`config.mk`:
```
export PLATFORM = sky130hd
export DESIGN_NAME = hawk_cpu_stall_rd_q
export DESIGN_NICKNAME = d
export VERILOG_FILES = /design/src/rtl/hawk_cpu_stall_rd_q.sv
export SDC_FILE = /design/constraint.sdc
export NUM_CORES = 1
export LEC_CHECK = 0
export CAP_MARGIN = 20
export CORE_AREA = 5 5 519 521
export CTS_CLUSTER_SIZE = 16
export DETAILED_ROUTE_END_ITERATION = 10
export DIE_AREA = 0 0 524 526
export SYNTH_ARGS = -nofsm -noshare
export SYNTH_HDL_FRONTEND = slang
export SYNTH_SLANG_ARGS = --single-unit
```
`constraint.sdc`:
```
create_clock -name clk -period 3.5 [get_ports clk]
set_input_delay 0.7 -clock clk [delete_from_list [all_inputs] [get_ports clk]]
set_output_delay 0.7 -clock clk [all_outputs]
set_load 0.005 [all_outputs]
```
`src/rtl/hawk_cpu_stall_rd_q.sv`:
```
// hawk_cpu_stall_rd_q: CPU read-stall bridge on the AXI4 AR channel.
// Queues up to DEPTH read requests, sends a tagged page lookup per entry to the hawk
// control unit (results may come back out of order) and reissues requests to memory
// strictly in arrival order using the translated page. With hawk inactive and nothing
// queued, AR is bypassed combinationally. The R channel is a pure pass-through.
//
// Ports:
//   clk, rst_n          clock, asynchronous active-low reset
//   hawk_inactive       hawk disabled: bypass when empty, drain otherwise
//   s_axi_ar*           CPU read-address channel (slave side)
//   m_axi_ar*           memory read-address channel (master side)
//   s_axi_r* / m_axi_r* read-data channel, passed straight through
//   lkup_*              page lookup request to hawk (tag = queue entry index)
//   ovrd_*              lookup result from hawk
//   q_count             queue occupancy 0..DEPTH
//   err_sticky          result seen for an entry not awaiting one
module hawk_cpu_stall_rd_q #(
    parameter int unsigned DATA_WIDTH = 512,
    parameter int unsigned ADDR_WIDTH = 64,
    parameter int unsigned ID_WIDTH   = 6,
    parameter int unsigned USER_WIDTH = 1,
    parameter int unsigned DEPTH      = 4,
    parameter int unsigned PAGE_SHIFT = 12,
    parameter int unsigned TAG_W      = $clog2(DEPTH)
) (
    input  logic                           clk,
    input  logic                           rst_n,
    input  logic                           hawk_inactive,
    input  logic [ID_WIDTH-1:0]            s_axi_arid,
    input  logic [ADDR_WIDTH-1:0]          s_axi_araddr,
    input  logic [7:0]                     s_axi_arlen,
    input  logic [2:0]                     s_axi_arsize,
    input  logic [1:0]                     s_axi_arburst,
    input  logic [USER_WIDTH-1:0]          s_axi_aruser,
    input  logic                           s_axi_arvalid,
    output logic                           s_axi_arready,
    output logic [ID_WIDTH-1:0]            m_axi_arid,
    output logic [ADDR_WIDTH-1:0]          m_axi_araddr,
    output logic [7:0]                     m_axi_arlen,
    output logic [2:0]                     m_axi_arsize,
    output logic [1:0]                     m_axi_arburst,
    output logic [USER_WIDTH-1:0]          m_axi_aruser,
    output logic                           m_axi_arvalid,
    input  logic                           m_axi_arready,
    output logic [ID_WIDTH-1:0]            s_axi_rid,
    output logic [DATA_WIDTH-1:0]          s_axi_rdata,
    output logic [1:0]                     s_axi_rresp,
    output logic                           s_axi_rlast,
    output logic [USER_WIDTH-1:0]          s_axi_ruser,
    output logic                           s_axi_rvalid,
    input  logic                           s_axi_rready,
    input  logic [ID_WIDTH-1:0]            m_axi_rid,
    input  logic [DATA_WIDTH-1:0]          m_axi_rdata,
    input  logic [1:0]                     m_axi_rresp,
    input  logic                           m_axi_rlast,
    input  logic [USER_WIDTH-1:0]          m_axi_ruser,
    input  logic                           m_axi_rvalid,
    output logic                           m_axi_rready,
    output logic                           lkup_valid,
    input  logic                           lkup_ready,
    output logic [ADDR_WIDTH-PAGE_SHIFT-1:0] lkup_hppa,
    output logic [TAG_W-1:0]               lkup_tag,
    input  logic                           ovrd_valid,
    input  logic [TAG_W-1:0]               ovrd_tag,
    input  logic [ADDR_WIDTH-PAGE_SHIFT-1:0] ovrd_ppa,
    output logic [TAG_W:0]                 q_count,
    output logic                           err_sticky
);

    localparam int unsigned PPN_W = ADDR_WIDTH - PAGE_SHIFT;

    typedef enum logic [1:0] {StFree, StPend, StLkup, StXlat} ent_st_e;

    ent_st_e                 st_q    [DEPTH];
    logic [ID_WIDTH-1:0]     id_q    [DEPTH];
    logic [ADDR_WIDTH-1:0]   addr_q  [DEPTH];
    logic [7:0]              len_q   [DEPTH];
    logic [2:0]              size_q  [DEPTH];
    logic [1:0]              burst_q [DEPTH];
    logic [USER_WIDTH-1:0]   user_q  [DEPTH];
    logic [PPN_W-1:0]        ppa_q   [DEPTH];

    logic [TAG_W-1:0] head_q, tail_q, lkup_tag_q, pend_idx, scan_idx;
    logic [TAG_W:0]   count_q;
    logic             init_q, arvalid_q, lkup_valid_q, err_q;
    logic             bypass, accept, free, lkup_hs, ovrd_hit, pend_found, head_will_xlat;

    // R channel is untouched.
    assign s_axi_rid    = m_axi_rid;
    assign s_axi_rdata  = m_axi_rdata;
    assign s_axi_rresp  = m_axi_rresp;
    assign s_axi_rlast  = m_axi_rlast;
    assign s_axi_ruser  = m_axi_ruser;
    assign s_axi_rvalid = m_axi_rvalid;
    assign m_axi_rready = s_axi_rready;

    // init_q keeps arready low while in reset and bypass disabled until the first clock.
    assign bypass   = init_q & hawk_inactive & (count_q == '0) & ~arvalid_q;
    assign accept   = ~bypass & init_q & s_axi_arvalid & (count_q < (TAG_W+1)'(DEPTH));
    assign free     = arvalid_q & m_axi_arready;
    assign lkup_hs  = lkup_valid_q & lkup_ready;
    // A result may land in the same cycle as its own lookup handshake.
    assign ovrd_hit = ovrd_valid &
                      ((st_q[ovrd_tag] == StLkup) | (lkup_hs & (lkup_tag_q == ovrd_tag)));

    always_comb begin
        // Oldest PEND entry, skipping one that is being handshaken this cycle.
        pend_found = 1'b0;
        pend_idx   = '0;
        scan_idx   = '0;
        for (int i = 0; i < DEPTH; i++) begin
            scan_idx = head_q + TAG_W'(i);
            if (!pend_found && st_q[scan_idx] == StPend &&
                !(lkup_hs && scan_idx == lkup_tag_q)) begin
                pend_found = 1'b1;
                pend_idx   = scan_idx;
            end
        end
        // Head reaches XLAT at this edge: gives the 1-cycle ovrd-to-arvalid latency.
        head_will_xlat = (st_q[head_q] == StXlat) |
                         (ovrd_hit & (ovrd_tag == head_q)) |
                         (hawk_inactive & (st_q[head_q] == StPend) &
                          ~(lkup_hs & (lkup_tag_q == head_q)));
    end

    always_ff @(posedge clk or negedge rst_n) begin
        if (!rst_n) begin
            for (int i = 0; i < DEPTH; i++) begin
                st_q[i]    <= StFree;
                id_q[i]    <= '0;
                addr_q[i]  <= '0;
                len_q[i]   <= '0;
                size_q[i]  <= '0;
                burst_q[i] <= '0;
                user_q[i]  <= '0;
                ppa_q[i]   <= '0;
            end
            head_q       <= '0;
            tail_q       <= '0;
            count_q      <= '0;
            init_q       <= 1'b0;
            arvalid_q    <= 1'b0;
            lkup_valid_q <= 1'b0;
            lkup_tag_q   <= '0;
            err_q        <= 1'b0;
        end else begin
            init_q <= 1'b1;
            if (accept) begin
                st_q[tail_q]    <= StPend;
                id_q[tail_q]    <= s_axi_arid;
                addr_q[tail_q]  <= s_axi_araddr;
                len_q[tail_q]   <= s_axi_arlen;
                size_q[tail_q]  <= s_axi_arsize;
                burst_q[tail_q] <= s_axi_arburst;
                user_q[tail_q]  <= s_axi_aruser;
                tail_q          <= tail_q + 1'b1;
            end
            // Drain: PEND entries keep their own page, no lookup needed.
            if (hawk_inactive) begin
                for (int i = 0; i < DEPTH; i++) begin
                    if (st_q[i] == StPend) begin
                        st_q[i]  <= StXlat;
                        ppa_q[i] <= addr_q[i][ADDR_WIDTH-1:PAGE_SHIFT];
                    end
                end
            end
            // Later assignments win: handshake over drain, result over handshake.
            if (lkup_hs) st_q[lkup_tag_q] <= StLkup;
            if (ovrd_hit) begin
                st_q[ovrd_tag]  <= StXlat;
                ppa_q[ovrd_tag] <= ovrd_ppa;
            end else if (ovrd_valid) begin
                err_q <= 1'b1;
            end
            if (free) begin
                st_q[head_q] <= StFree;
                head_q       <= head_q + 1'b1;
            end
            if (accept && !free) count_q <= count_q + 1'b1;
            else if (free && !accept) count_q <= count_q - 1'b1;

            if (hawk_inactive) begin
                lkup_valid_q <= 1'b0;
            end else if (!lkup_valid_q || lkup_ready) begin
                lkup_valid_q <= pend_found;
                if (pend_found) lkup_tag_q <= pend_idx;
            end

            if (arvalid_q) begin
                if (m_axi_arready) arvalid_q <= 1'b0;
            end else begin
                arvalid_q <= head_will_xlat;
            end
        end
    end

    always_comb begin
        if (bypass) begin
            m_axi_arid    = s_axi_arid;
            m_axi_araddr  = s_axi_araddr;
            m_axi_arlen   = s_axi_arlen;
            m_axi_arsize  = s_axi_arsize;
            m_axi_arburst = s_axi_arburst;
            m_axi_aruser  = s_axi_aruser;
            m_axi_arvalid = s_axi_arvalid;
            s_axi_arready = m_axi_arready;
        end else begin
            m_axi_arid    = id_q[head_q];
            m_axi_araddr  = {ppa_q[head_q], addr_q[head_q][PAGE_SHIFT-1:0]};
            m_axi_arlen   = len_q[head_q];
            m_axi_arsize  = size_q[head_q];
            m_axi_arburst = burst_q[head_q];
            m_axi_aruser  = user_q[head_q];
            m_axi_arvalid = arvalid_q;
            s_axi_arready = init_q & (count_q < (TAG_W+1)'(DEPTH));
        end
    end

    assign lkup_valid = lkup_valid_q;
    assign lkup_tag   = lkup_tag_q;
    assign lkup_hppa  = addr_q[lkup_tag_q][ADDR_WIDTH-1:PAGE_SHIFT];
    assign q_count    = count_q;
    assign err_sticky = err_q;

endmodule

```
After elaboration in Yosys (flattened, before gate mapping)
Index checks and enable logic that the tools add are counted.
{"block": "classes", "add_sub_neg": 6, "multipliers": 0, "n_div": 0, "order_cmp": 12, "eq_ne": 17, "shifts": 0, "muxes": 103, "bitwise": 39, "reduce_logical": 33}
{"cell": "$mux W208", "count": 2}
{"cell": "$mux W52", "count": 7}
{"cell": "$bmux W64 S2", "count": 2}
{"cell": "$bwmux W256", "count": 1}
{"cell": "$mux W64", "count": 4}
{"cell": "$bwmux W208", "count": 1}
{"cell": "$demux W64 S2", "count": 1}
{"cell": "$bmux W52 S2", "count": 1}
{"cell": "$demux W52 S2", "count": 1}
{"cell": "$mux W8", "count": 9}
{"cell": "$mux W2", "count": 25}
{"cell": "$bwmux W32", "count": 1}
{"cell": "$bmux W2 S2", "count": 6}
{"cell": "$bwmux W24", "count": 1}
{"cell": "$mux W12", "count": 2}
{"cell": "$mux W6", "count": 4}
{"cell": "$ge A3 B3 Y1 const B", "count": 7}
{"cell": "$not A2 Y3", "count": 7}
{"cell": "$mux W3", "count": 6}
{"cell": "$logic_and A1 B1 Y1", "count": 17}
{"cell": "$bmux W8 S2", "count": 1}
{"cell": "$demux W2 S2", "count": 4}
{"cell": "$demux W8 S2", "count": 1}
{"cell": "$eq A2 B1 Y1 const B", "count": 8}
{"cell": "33 further kinds", "count": 91}
{"block": "word_totals", "regBits": 565, "latchBits": 0, "ramBits": 0, "romBits": 0, "in_bits": 669, "out_inout_bits": 669, "wordCells": 250, "n_memories": 0}

Longest topological paths before layout
{"block": "logic_depth", "depth_word": 21, "ltp_mapped": 10, "ltp_nobuf": 9}

Worst setup path after synthesis
No wires, ideal clock.
{"block": "synth_path", "path_kind": "flip-flop to output port", "from": "reg head_q[0]", "to": "out m_axi_araddr[20]", "t_arrival_ns": 2.101, "t_required_ns": 2.800, "slack_ns": 0.699, "stages_incl_launch_ff": 6, "path_buffers": 3, "path_cell_list": "dfrtp_1 > clkbuf_1 > buf_2 > buf_2 > mux4_2 > mux2_2"}
{"block": "synth_between", "elab_chain_len": 5}
{"item": "start: declaration", "line": "83", "source": "logic [TAG_W-1:0] head_q, tail_q, lkup_tag_q, pend_idx, scan_idx;"}
{"item": "start signal: assignment", "line": "177", "source": "head_q <= head_q + 1'b1;"}
{"item": "$not A2 Y3 (not written as such)", "line": "209", "source": "m_axi_araddr = {ppa_q[head_q], addr_q[head_q][PAGE_SHIFT-1:0]};"}
{"item": "$bmux W52 S2", "line": "209"}
{"item": "$mux W52 (not written as such) (2 in a row)", "line": "209"}
{"item": "$mux W64", "line": "198", "source": "if (bypass) begin"}
{"item": "end: declaration", "line": "38", "source": "output logic [ADDR_WIDTH-1:0] m_axi_araddr,"}
No other way between the ends. The select of a mux whose other input is x is not followed.

Worst setup path after layout
{"block": "layout_path", "from": "reg head_q[0]", "to": "out m_axi_araddr[42]"}
The elaborated chain is that of the path after synthesis.

==> tab_implementation.tex <==
\begin{tabular}{lr}
\hline
Metric & Value \\
\hline
\multicolumn{2}{l}{\textbf{Clock tree}} \\
Sink count of the clock tree & 565 \\
Clock Tree Buf Depth & 3 \\
Clock-pin slew reported for the worst setup and hold paths after clock tree synthesis & 0.06 ns \\
TritonCTS clock tree & yes \\
CTS H-tree depth & 3 \\
Insertion delay of the later-clocked pin in the worst-skew pair & 0.67 ns \\
Root Buffer & sky130\_fd\_sc\_hd\_\_clkbuf\_16 \\
CTS buffer count & 70 \\
\multicolumn{2}{l}{\textbf{Logic synthesis}} \\
Synth area leaders & sky130\_fd\_sc\_hd\_\_dfrtp\_1 45\%, sky130\_fd\_sc\_hd\_\_mux2\_2 15\%, sky130\_fd\_sc\_hd\_\_buf\_4 13\%, sky130\_fd\_sc\_hd\_\_mux4\_2 9.9\%, sky130\_fd\_sc\_hd\_\_mux2i\_1 6.7\% \\
Register bit total from synthesis & 565 \\
Synthesized area & 31400 sq um \\
Share of the synthesized area in the top cell type & 45.0\% \\
Cell count after synthesis & 2555 \\
Number of warnings printed during yosys synthesis & 0 \\
Sequential-to-total area share from yosys stat & 45.0\% \\
Library cell occupying the most area in the post-synthesis netlist & sky130\_fd\_sc\_hd\_\_dfrtp\_1 \\
Most frequent cell after synthesis & sky130\_fd\_sc\_hd\_\_dfrtp\_1 \\
Synthesized area divided by synthesized cell count & 12.3 sq um \\
Leading register cell type out of synthesis & sky130\_fd\_sc\_hd\_\_dfrtp\_1 \\
Count of flip-flops with a built-in enable after synthesis & 0 \\
Most used standard cells in the synthesized netlist & 565 x sky130\_fd\_sc\_hd\_\_dfrtp\_1, 525 x sky130\_fd\_sc\_hd\_\_buf\_4, 422 x sky130\_fd\_sc\_hd\_\_mux2\_2 \\
Synthesized Nets & 3234 \\
Netlist cell types & 45 \\
Async set-reset flop share out of synthesis & 100\% \\
\multicolumn{2}{l}{\textbf{Setup path}} \\
Arrival time reported for the critical path endpoint & 2.71 ns \\
Largest fanout on the critical path & 6 \\
Startpoint class of the critical path & flip-flop \\
Kind of end point of the critical path & primary output \\
Type of the setup path with the least slack & flip-flop to primary output \\
Required time at the worst-slack endpoint & 2.80 ns \\
\multicolumn{2}{l}{\textbf{STA}} \\
Setup violations, final & 0 \\
Max-slew violation count & 0 \\
Normalized max-slew margin & 34.5\% \\
Final count of hold timing violations & 0 \\
Fin crit share & 97.4\% \\
Worst Tran Pin Value & 0.983 ns \\
Peak clock frequency supported by timing & 293 MHz \\
Setup repair after global routing missed its margin & true \\
Total negative setup slack & 0 ns \\
Min Clock Period, post-route & 3.41 ns \\
Clock tree skew after final layout & 0.0372 ns \\
\multicolumn{2}{l}{\textbf{Outcome}} \\
Result of the run & finished clean \\
\multicolumn{2}{l}{\textbf{Global route}} \\
Pin count of the biggest net entering global routing & 100 \\
Antenna violations before repair & 12 \\
Via count of the first global-routing pass & 20900 \\
Gr usage total & 8.77\% \\
First-pass GRT wire length & 171 mm \\
Overall overflow remaining after global route & 0 \\
\multicolumn{2}{l}{\textbf{Flow run}} \\
Max-cap viol count & 0 \\
\multicolumn{2}{l}{\textbf{Pwr}} \\
Power Dens Cells & 926 nW/um\^{}2 \\
Peak VDD IR & 0.394 mV \\
Leakage & 16.4 nW \\
Switching part of the total & 33.5\% \\
Comb pwr share & 46.0\% \\
Switching Power & 12.0 mW \\
Sequential power share & 33.6\% \\
Clock power frac & 20.4\% \\
Internal & 23.8 mW \\
Total Power Consumption & 35.8 mW \\
\multicolumn{2}{l}{\textbf{Placed design}} \\
Input/output buffers & 289 \\
RD Place Congestion & 0.724 \\
Estimated wirelength of the detail-placed design & 87.4 mm \\
\multicolumn{2}{l}{\textbf{Finish}} \\
Fraction of final layout cells sized beyond drive strength 1 & 35.8\% \\
\# fillers & 29300 \\
Number of nets in the finished design & 3063 \\
Signed area change from the synthesized netlist to the final layout & 22.9\% \\
FF/Latch Area & 14200 sq um \\
Area of the multi-input gates & 12900 sq um \\
\multicolumn{2}{l}{\textbf{Floorplan}} \\
Y dimension of the die & 526 um \\
Die Outline Area & 276000 sq um \\
Die W & 524 um \\
Area of the placeable core & 264000 sq um \\
Number of rows in the core area & 189 \\
Boundary Pins & 1338 \\
Effective utilization at floorplan & 11.9\% \\
\multicolumn{2}{l}{\textbf{Routing}} \\
Number of vias per cell & 3.27 \\
DR vias & 19500 \\
Remaining design rule violation count & 0 \\
DR WL/cell & 21.1 um \\
Initial DRC count & 1331 \\
Count of antenna-violating nets left after detailed routing & 0 \\
1st-pass router iterations & 5 \\
Total Wirelength & 126 mm \\
\multicolumn{2}{l}{\textbf{Worst hold path}} \\
Type of the tightest min-delay check & flip-flop to flip-flop \\
\hline
\end{tabular}
## metrics by stage
step	worst slack [ns]	instance area [sq um]	hold slack, ns	util, %	instances
floorplan	0.699	31400	0.404	-	2555
global placement	0.117	35500	0.483	13.4	5787
detailed placement	0.0661	35500	0.479	13.4	5787
CTS	-0.126	38600	0.491	14.6	5961
global route	-0.0307	38600	0.515	14.6	5970
finish	0.0921	38600	0.475	14.6	5973
## layout by cell type, fill, tap and decap left out, types with 18 or more instances in the layout
| master | n |
|---|---|
| sky130_fd_sc_hd__buf_4 | 61 |
| sky130_fd_sc_hd__dlygate4sd2_1 | 26 |
| sky130_fd_sc_hd__nor2_1 | 214 |
| sky130_fd_sc_hd__buf_12 | 53 |
| sky130_fd_sc_hd__clkbuf_16 | 72 |
| sky130_fd_sc_hd__a21oi_1 | 217 |
| sky130_fd_sc_hd__mux2_2 | 381 |
| sky130_fd_sc_hd__mux2i_1 | 210 |
| sky130_fd_sc_hd__dfrtp_1 | 561 |
| sky130_fd_sc_hd__mux4_2 | 138 |
| sky130_fd_sc_hd__mux2_4 | 41 |
| sky130_fd_sc_hd__clkbuf_2 | 21 |
| sky130_fd_sc_hd__buf_6 | 18 |
| sky130_fd_sc_hd__clkdlybuf4s50_1 | 202 |
## final timing paths
| kind | from | to | slack [ns] | depth (start not counted) |
|---|---|---|---|---|
| setup / recovery | head_q[0]$_DFFE_PN0P_ | m_axi_araddr[42] | 0.09 | 8 |
| hold / removal | err_sticky$_DFFE_PN0P_ | err_sticky$_DFFE_PN0P_ | 0.48 | 1 |
| setup reg to reg | lkup_tag[0]$_DFFE_PN0P_ | ppa_q[176]$_DFF_PN0_ | 0.58 | 7 |
| hold reg to reg | err_sticky$_DFFE_PN0P_ | err_sticky$_DFFE_PN0P_ | 0.48 | 1 |
| max in group asynchronous | rst_n | addr_q[236]$_DFFE_PN0P_ | 1.76 | 3 |
| min in group asynchronous | rst_n | ppa_q[57]$_DFF_PN0_ | 0.65 | 2 |
## worst max-delay path, cell delays in order (launching register included)
cell and delay (ns):
sky130_fd_sc_hd__dfrtp_4 0.51, sky130_fd_sc_hd__buf_6 0.14, sky130_fd_sc_hd__buf_16 0.15, sky130_fd_sc_hd__buf_6 0.13, sky130_fd_sc_hd__buf_8 0.12, sky130_fd_sc_hd__buf_6 0.10
sky130_fd_sc_hd__mux4_2 0.47, sky130_fd_sc_hd__mux2_4 0.29, sky130_fd_sc_hd__buf_6 0.12
## layer usage
metal	vias to the layer above	track usage [%]	part of all wire, %
met1	9989	8.64	33
met4	4	6.63	8.5
li1	8195	-	-
met2	874	14.6	48
met5	-	0.351	0.084
met3	442	3.68	10
## layout make-up
class	instances	area share, %
sequential	565	36.6
antenna	7	0.0453
clock inverter	21	0.719
multi-input combinational	1305	33.4
clock buffer	100	5.22
tap	3533	11.4
inverter	10	0.0972
timing repair buffer	432	12.4
## sequential cells by signal (all words and copies together) (netlist names)
register / cells
tail_q: 2
arvalid_q: 1
id_q: 24
len_q: 32
addr_q: 256
size_q: 12
lkup_tag: 2
init_q: 1
ppa_q: 208
st_q: 8
q_count: 3
head_q: 2
err_sticky: 1
burst_q: 8
lkup_valid: 1
user_q: 4
## what timing repair did
action,in CTS,in global routing
hold endpoints to repair,13,0
resized for setup,230,62
hold buffers,1,0
buffers inserted,45,7
setup endpoints to repair,90,48
cloned,7,1
## power groups by stage
stage	combinational (mW)	clock, mW	sequential (mW)
2_1_floorplan	9.57	0	11.2
3_3_place_gp	15.6	0	11.9
3_5_place_dp	15.9	0	12.1
4_1_cts	16.8	7.58	12.0
5_1_grt	17.7	7.82	12.4
6_report	16.5	7.30	12.0
## kinds of logic after synthesis
family                     share of synthesized area, %
AOI/OAI and AO/OA                                  4.38
and+or+nand+nor                                    3.53
DFF                                                45.0
buffers and inverters                              14.7
other                                            0.0119
adders and majority gates                         0.422
muxes                                              31.7
xor gates and xnor gates                          0.279
Note: power is estimated with default switching activity, not from simulation.
